`src/rtl/m_down_counter_timer_pkg.sv`:
```
// Shared timer definitions: FSM state encoding and default counter width.
// Pure declarations, no logic and no latency.
// No flow control; the timer blocks and the up-counter import this package.
package m_down_counter_timer_pkg;

    // Default count/period width for timers that do not override it.
    localparam int DEFAULT_WIDTH = 8;

    // Timer FSM encoding. 2'd3 is intentionally unused; a timer that lands
    // there (upset, bad reset release) recovers to S_IDLE on the next edge.
    typedef enum logic [1:0] {
        S_IDLE  = 2'd0,
        S_RUN   = 2'd1,
        S_PAUSE = 2'd2
    } state_e;

endpackage

```
`src/rtl/m_down_counter_timer.sv`:
```
// Loadable down-counter with registered terminal-count pulse and optional auto-reload.
// Latency: start at edge k enters RUN at k; w_tc is high for the cycle after edge k+N.
// No backpressure: control inputs are sampled every edge, priority load > stop > start.
module m_down_counter_timer
    import m_down_counter_timer_pkg::*;
#(
    parameter int WIDTH = DEFAULT_WIDTH
) (
    input  logic             w_clock,
    input  logic             w_reset,
    input  logic             w_load,
    input  logic [WIDTH-1:0] w_load_value,
    input  logic             w_start,
    input  logic             w_stop,
    input  logic             w_auto_reload,
    output logic [WIDTH-1:0] w_count,
    output logic             w_tc,
    output logic             w_busy,
    output logic [1:0]       w_state
);

    localparam logic [WIDTH-1:0] ONE = {{(WIDTH-1){1'b0}}, 1'b1};

    state_e           state;
    logic [WIDTH-1:0] count;
    logic [WIDTH-1:0] reload;
    logic             tc;

    // Decode helpers kept outside the sequential block for readability.
    logic             load_nonzero;
    logic             count_nonzero;
    logic             reload_armed;
    logic             start_only;

    assign load_nonzero  = (w_load_value != '0);
    assign count_nonzero = (count != '0);
    // Auto-reload only re-arms when there is a non-zero period to reload;
    // a zero reload would otherwise leave RUN stuck at zero.
    assign reload_armed  = w_auto_reload && (reload != '0);
    // Start counts only when neither load nor stop claims the edge.
    assign start_only    = w_start && !w_stop && !w_load;

    // FSM, count, reload and tc updated together so every output comes from a flop.
    always_ff @(posedge w_clock or posedge w_reset) begin
        if (w_reset) begin
            state  <= S_IDLE;
            count  <= '0;
            reload <= '0;
            tc     <= 1'b0;
        end else begin
            tc <= 1'b0;
            case (state)
                S_IDLE: begin
                    if (w_load) begin
                        count  <= w_load_value;
                        reload <= w_load_value;
                    end else if (start_only && count_nonzero) begin
                        // Starting at zero would terminate instantly; stay idle
                        // and do not pulse.
                        state <= S_RUN;
                    end
                end

                S_RUN: begin
                    if (w_load) begin
                        // A reload mid-run replaces the period without a pulse.
                        count  <= w_load_value;
                        reload <= w_load_value;
                        state  <= load_nonzero ? S_RUN : S_IDLE;
                    end else if (w_stop) begin
                        state <= S_PAUSE;
                    end else if (count > ONE) begin
                        count <= count - ONE;
                    end else if (count == ONE) begin
                        tc <= 1'b1;
                        if (reload_armed) begin
                            // Skip the zero value so the period is exactly N.
                            count <= reload;
                        end else begin
                            count <= '0;
                            state <= S_IDLE;
                        end
                    end else begin
                        // Zero in RUN is unreachable; fall back to idle safely.
                        state <= S_IDLE;
                    end
                end

                S_PAUSE: begin
                    if (w_load) begin
                        count  <= w_load_value;
                        reload <= w_load_value;
                        state  <= S_IDLE;
                    end else if (start_only) begin
                        // Resume edge only changes state; decrement follows next edge.
                        state <= S_RUN;
                    end
                end

                default: begin
                    state <= S_IDLE;
                end
            endcase
        end
    end

    assign w_count = count;
    assign w_tc    = tc;
    assign w_busy  = (state == S_RUN);
    assign w_state = state;

endmodule

```
`config.mk`:
```
export PLATFORM = sky130hd
export DESIGN_NAME = m_down_counter_timer
export DESIGN_NICKNAME = d
export VERILOG_FILES = /design/src/rtl/m_down_counter_timer_pkg.sv /design/src/rtl/m_down_counter_timer.sv
export SDC_FILE = /design/constraint.sdc
export NUM_CORES = 1
export LEC_CHECK = 0
export CORE_MARGIN = 10
export CORE_UTILIZATION = 47
export DETAILED_ROUTE_END_ITERATION = 8
export GPL_TIMING_DRIVEN = 0
export PLACE_DENSITY = 0.74
export SLEW_MARGIN = 20
export SYNTH_ARGS = -nofsm -noshare
export SYNTH_HDL_FRONTEND = slang
export SYNTH_SLANG_ARGS = --single-unit
```
`constraint.sdc`:
```
create_clock -name w_clock -period 2.8 [get_ports w_clock]
set_clock_uncertainty 0.1 [all_clocks]
set_input_delay 0.28 -clock w_clock [delete_from_list [all_inputs] [get_ports w_clock]]
set_output_delay 0.28 -clock w_clock [all_outputs]
set_load 0.05 [all_outputs]
```
* Yosys cells after proc, flatten, opt, wreduce, memory -nomap -nowiden
Index checks and enable logic that the tools add are counted.
** Word-level totals
- Output and inout bits :: 12
- Bits in registers :: 19
- Word-level logic and storage cells :: 56
** Cells by class
- Magnitude comparators :: 1
- Reductions and logical operators :: 16
- Mux-type cells :: 23
- Equality and inequality tests :: 11
- Add/subtract/negate cells :: 1
** Operators by type and width (number)
- $mux 8 :: 6
- $reduce_bool 8->1 :: 3
- $mux 2 :: 9
- $pmux 8 s2 :: 1
- $eq 8x1->1 const B :: 1
- $gt 8x1->1 const B :: 1
- $sub 8x1->8 const B :: 1
- $mux 1 :: 6
- $ne 3x3->1 const B :: 2
- $pmux 2 s3 :: 1
- $ne 5x5->1 const B :: 1
- $reduce_and 5->1 :: 1
- $logic_and 1x1->1 :: 4
- $ne 2x2->1 const B :: 2
- $ne 4x2->1 const B :: 1
- $ne 4x4->1 const B :: 1
- $reduce_and 4->1 :: 1
- $reduce_or 3->1 :: 1
- $eq 2x1->1 const B :: 1
- $eq 2x2->1 const B :: 1
- $logic_not 1->1 :: 2
- $logic_not 2->1 :: 1
- $ne 2x1->1 const B :: 1
- $reduce_and 2->1 :: 1
- 2 further kinds :: 2

* Depth between registers and ports, before layout
Gate-level depths: netlist (run 1).
- Word-level depth :: 8
- Gate-level depth with buffers :: 9
- Mapped depth without buffers :: 7

* Worst setup path after synthesis (run 1)
No wires, ideal clock.
- Path type :: flip-flop to flip-flop
- From :: reg count[0] (netlist: w_count[0])
- To :: reg count[5] (netlist: w_count[5])
- Period minus slack after synthesis :: 2353 ps
- Path slack :: 447 ps
- Arrival :: 2134 ps
- Buffers on the path :: 2
- Stages on the path, launching flop included :: 10
- Path through :: dfrtp_1 > inv_1 > ha_1 > or2_2 > and3_1 > buf_6 > buf_8 > nand3_1 > o21ai_0 > a21o_1
** On the way
- Cells in the longest elaborated chain, start to end :: 5
- Elaborated cells between the ends (all ways) :: 9
** RTL lines
- start, declared :: line m_down_counter_timer.sv:25 : logic [WIDTH-1:0] count;
- start signal, assigned :: line m_down_counter_timer.sv:55 : count <= w_load_value;
- start signal, assigned :: line m_down_counter_timer.sv:67 : count <= w_load_value;
- start signal, assigned :: line m_down_counter_timer.sv:73 : count <= count - ONE;
- $sub 8x1->8 / $gt 8x1->1 (equally long branches) :: line m_down_counter_timer.sv:73, m_down_counter_timer.sv:72
- $mux 8 :: line m_down_counter_timer.sv:72 : end else if (count > ONE) begin
- $mux 8 :: line m_down_counter_timer.sv:70 : end else if (w_stop) begin
- $mux 8 :: line m_down_counter_timer.sv:65 : if (w_load) begin
- $pmux 8 s2 :: line m_down_counter_timer.sv:52 : case (state)
Parallel ways exist; a longest one is shown, timed or not. The select of a mux whose other input is x is not followed.
A chain may end at the register's enable or synchronous reset.

* Final worst setup path (run 1)
- From :: reg count[0] (netlist: w_count[0])
- To :: reg count[0] (netlist: w_count[0])
The elaborated chain is that of the path after synthesis.

==> metrics.yaml, run 1 <==
power:
  leakagePower_nw: 0.636
  ir_drop_v: 0.000657
  power.density_mw_per_mm2: 979
yosys:
  yosysWarnings: 0
  synth-seq-cells: 19
  ys_types: 43
  synth_edf_count: 0
  synthArstFlopShare_pct: 100
  synth.avg_cell_area_um2: 9.99
  synth.area.top_cells: "dfrtp_1, mux2_2, ha_1"
  synth-seq-area-share_pct: 38.1
  synth_area_mm2: 0.00125
  syn_inst: 125
  yosysTopAreaCellShare_pct: 38.1
  synthFlopType: "dfrtp_1"
  synth_nets: 142
  yosysMostFrequentCell: "dfrtp_1"
  synth_top_area_cell: "dfrtp_1"
  synth_commonest_cells: "dfrtp_1, mux2_2, a21oi_1, nand2_1"
clocking:
  cts_sinks: 19
  ctsHoldBuffers: 0
  clock-root-buffer: "clkbuf_4"
  cts_max_level: 1
  cts_buffers: 3
  cts_tree: "done"
  clk_pin_slew_ps: 120
  clk_latency_ps: 300
  clk_path_buf_depth: 2
  post_cts_buffers: 0
  cts-resized-gates: 0
run:
  cap_viol_max_count: 0
timing:
  fin_crit_sh_pct: 81.5
  relSlewSlack_pct: 51.1
  grt_setup_unrepaired: "no"
  fin_tns_setup_ps: 0
  setup_viol: 0
  fin_crit_ps: 2280
  hold_viol: 0
  final_max_slew_viol_count: 0
  fmaxAchievable_ghz: 0.438
  tightest_slew_ps: 733
setup_path:
  crit_cells: 9
  critPathSlowestCell: "dfrtp_1"
  crit_chain: "inv_1, ha_1, or2_2, and3_1, buf_6, buf_8, o21ai_1, o22ai_1, o21ai_0"
  critPathBufInv: 3
  critPathArrivalTime_ps: 2400
  worstRegToRegCells: 9
  critPathMaxStageDelay_ps: 530
  crit_fanout: 10
  start_kind: "flop"
  worstPathRequired_ps: 2920
  worstSetupPathType: "flop to flop"
  end_kind: "flop"
  cp_top_family: "flip-flops"
placed_design:
  dp_hpwl_um: 2490
  postPlaceCellArea_mm2: 0.00152
  io_buffers: 23
  gp_congestion: 0.808
detailed_routing:
  totalWireLength_um: 3200
  drt_iter0_drc: 113
  vias: 1110
  via_per_inst: 6.10
  firstDrtPassIters: 5
  drt-wirelength-per-cell_um: 17.6
  ant_nets: 0
  drc: 0
final_layout:
  postLayoutCellArea_mm2: 0.00154
  synthToLayoutAreaGrowth_pct: 23.6
  drive_gt1_share_pct: 19.7
  nets: 170
  n_fill_cell: 222
  antennaDiodeCount: 0
floorplan:
  dieArea_mm2: 0.00512
  die_y_um: 71.5
  pin_count: 26
  core_area_mm2: 0.00250
  rows: 18
  dieWidth_um: 71.5
  start_util_pct: 49.9
grt:
  grt_pass1_wl_um: 5400
  grt_pass1_vias: 1156
  antenna_found_initial: 0
  grt_usage_pct: 12.4
  grt_max_degree: 20
  gr-total-overflow: 0
hold_path:
  holdPathStages: 2
  hold_path.class: "input pin to flop"
run_status:
  status: "finished, final reports clean"
==> layout make-up <==
class                   instances  area, um2  area share, %
plain buffers                   6       58.8           3.81
clock buffers                   3       22.5           1.46
clock inverters                 1       5.00          0.324
inverters                       6       22.5           1.46
multi-input cells              94        692           44.8
flip-flops and latches         19        475           30.8
well taps                      30       37.5           2.43
repair buffers                 23        230           14.9
==> path summary, 6_finish.rpt <==
check / start / endpoint / slack [ps]
setup reg to reg: w_count[0] / w_count[0] / 520
min in group asynchronous: w_reset / reload[4] / 290
hold / removal: w_load / w_state[1] / 60
setup / recovery: w_count[0] / w_count[0] / 520
hold reg to reg: reload[4] / reload[4] / 460
max in group asynchronous: w_reset / w_count[1] / 1840
==> registers in the layout, summed over array words and instances (netlist names) <==
register / count
w_state: 2
w_tc: 1
reload: 8
w_count: 8
==> logic make-up after synthesis <==
family,Yosys count,synth area share [%]
buffers and inverters,12,6.51
AO/OA/AOI/OAI,35,19.8
multiplexers,9,8.02
AND/OR/NAND/NOR,43,21.7
XOR/XNOR,4,2.81
flip-flops,19,38.1
adder cells (fa/ha/maj),3,3.01
==> metal layers <==
| layer | GRT usage [%] | vias up | part of all wire [%] |
|---|---|---|---|
| met1 | 15.6 | 527 | 44 |
| li1 | - | 518 | - |
| met3 | 2.62 | 6 | 7.6 |
| met5 | 0 | - | 0 |
| met4 | 1.94 | 0 | 0.72 |
| met2 | 21.3 | 59 | 47 |
==> metrics by stage <==
stage	hold WS (ps)	setup WS [ps]	utilization, %	instances	power, W
floorplan	131	447	-	125	0.00109
global placement	387	626	60.7	178	0.00135
detailed placement	391	609	60.7	178	0.00136
CTS	62.8	537	61.8	182	0.00151
global route	67.0	416	61.8	182	0.00161
finish	64.2	519	61.8	182	0.00151
==> layout by cell type (no fill, tap or decap), drive strengths merged, types with 5 or more instances in the layout <==
cell type	Yosys	routed
clkdlybuf4s50	0	23
dfrtp	19	19
a21oi	9	9
mux2	8	8
nand2	7	7
o21ai	7	7
inv	6	6
nand3	6	6
buf	6	6
nor2	5	5
a31oi	5	5
nor4	5	5
==> report_power, final <==
| group | internal (W) | leakage (nW) | total, W | switching [W] |
|---|---|---|---|---|
| Combinational | 0.000351 | 0.390 | 0.000857 | 0.000506 |
| Clock | 0.0000532 | 0.0177 | 0.000149 | 0.0000953 |
| Sequential | 0.000355 | 0.228 | 0.000507 | 0.000151 |
No activity file was read; power rests on OpenSTA's default activity.
==> inputs of run 2 (changes only) <==
==> constraint.sdc (replaced) <==
create_clock -name w_clock -period 2.1 [get_ports w_clock]
set_clock_uncertainty 0.1 [all_clocks]
set_input_delay 0.21 -clock w_clock [delete_from_list [all_inputs] [get_ports w_clock]]
set_output_delay 0.21 -clock w_clock [all_outputs]
set_load 0.05 [all_outputs]
==> metrics.yaml, run 2 (synthesis results as in run 1) <==
detailed_routing:
  via_per_inst: 5.90
  firstDrtPassIters: 4
  drt-wirelength-per-cell_um: 17.5
  vias: 1103
  ant_nets: 0
  drt_iter0_drc: 85
  totalWireLength_um: 3270
  drc: 0
final_layout:
  drive_gt1_share_pct: 26.1
  final_common_cell: "clkdlybuf4s50_1"
  n_fill_cell: 209
  synthToLayoutAreaGrowth_pct: 28.6
  antennaDiodeCount: 0
  nets: 175
  regArea_um2: 479
  multi_input_area_um2: 712
  final_cell_mix: "clkdlybuf4s50_1, dfrtp_1, mux2_2, a21oi_1, nand2_1"
clocking:
  cts_sinks: 19
  clock-root-buffer: "clkbuf_4"
  cts_tree: "done"
  clk_path_buf_depth: 2
  cts_buffers: 3
  cts_max_level: 1
  clk_pin_slew_ps: 110
  clk_latency_ps: 310
setup_path:
  cp_top_family: "buffers and inverters"
  worstSetupPathType: "flop to output port"
  end_kind: "output port"
  critPathMaxStageDelay_ps: 870
  crit_chain: "clkdlybuf4s50_1"
  critPathArrivalTime_ps: 1710
  crit_fanout: 7
  worstPathRequired_ps: 1790
  start_kind: "flop"
  critPathSlowestCell: "clkdlybuf4s50_1"
  critPathBufInv: 1
grt:
  antenna_found_initial: 0
  gr-total-overflow: 0
  grt_pass1_wl_um: 5300
  grt_usage_pct: 12.5
  grt_max_degree: 20
  grt_pass1_vias: 1065
floorplan:
  pin_count: 26
  die_y_um: 71.5
  rows: 18
  core_area_mm2: 0.00250
  start_util_pct: 49.9
  dieArea_mm2: 0.00512
  dieWidth_um: 71.5
hold_path:
  hold_path.class: "input pin to flop"
placed_design:
  dp_hpwl_um: 2500
  io_buffers: 23
  place_ws_ps: 40.4
  gp_congestion: 0.823
timing:
  hold_viol: 0
  grt_setup_unrepaired: "no"
  fin_tns_setup_ps: 0
  tightest_slew_ps: 730
  fin_crit_ps: 2020
  final_max_slew_viol_count: 0
  fin_crit_sh_pct: 96.1
  relSlewSlack_pct: 51.3
  setup_viol: 0
  timing.final.ws_setup_ps: 81.3
  fmaxAchievable_ghz: 0.495
power:
  power.density_mw_per_mm2: 1300
  power_w: 0.00209
  ir_drop_v: 0.000878
  leakagePower_nw: 0.653
run:
  cap_viol_max_count: 0
run_status:
  status: "finished, final reports clean"
## run 2: changes by cell type in the layout (fill, tap and decap cells not counted), sizes merged
cell,change
dlygate4sd3,+1
dlygate4sd2,+1
clkbuf,+1
buf,+4
clkinv,-1
clkdlybuf4s50,-1
## run 2: worst paths after layout
path	start	end	slack, ps	cells past startpoint
min in group asynchronous	w_reset	reload[4]	220	2
worst max register to register	w_count[0]	w_count[3]	110	9
max in group asynchronous	w_reset	w_count[5]	1170	2
worst min register to register	w_count[1]	w_count[1]	450	2
worst min-delay path	w_auto_reload	w_state[0]	160	3
worst max-delay path	w_count[4]	w_count[4]	80	1
## run 2: repair_timing
item / CTS / global route
buffers inserted: 0 / 4
gates resized for setup: 1 / 5
setup endpoints to repair: 1 / 8
pin swaps: 0 / 2
hold buffers: 1 / 0
hold endpoints to repair: 1 / 0
## run 2: routing by layer
layer  global-route usage [%]  wire (um)
met1                     15.4       1460
met2                     20.2       1530
met3                     3.58        214
met4                     4.73         65
met5                        0          0
## run 2: report_power, final
part	total (W)	switching (W)	internal, W	leakage (nW)
clock	0.000195	0.000121	0.0000742	0.0150
combinational	0.00123	0.000715	0.000516	0.413
sequential	0.000666	0.000186	0.000480	0.225
## run 2: area by class of cell
class | instances | area share, %
Multi-Input combinational cell | 94 | 44.3
Tap cell | 30 | 2.34
Clock buffer | 4 | 1.64
Inverter | 6 | 1.40
Buffer | 6 | 3.66
Timing Repair Buffer | 28 | 16.8
Sequential cell | 19 | 29.9
## run 2: through the flow
step / utilization, % / instance area [um2] / hold slack, ps / instances
after floorplan: - / 1250 / 61.0 / 125
after global placement: 60.9 / 1520 / 319 / 178
after detailed placement: 60.9 / 1520 / 320 / 178
after CTS: 62.3 / 1560 / 151 / 183
after global routing: 64.2 / 1610 / 175 / 187
final: 64.2 / 1610 / 159 / 187
==> inputs of run 3 (changes only) <==
--- a/config.mk
+++ b/config.mk
@@ -7,6 +7,7 @@
 export LEC_CHECK = 0
 export CORE_MARGIN = 10
 export CORE_UTILIZATION = 47
+export CTS_CLUSTER_DIAMETER = 30
 export DETAILED_ROUTE_END_ITERATION = 8
 export GPL_TIMING_DRIVEN = 0
 export PLACE_DENSITY = 0.74
==> results of run 3 <==
The final DEF is identical to that of run 2; final timing and power are the same.
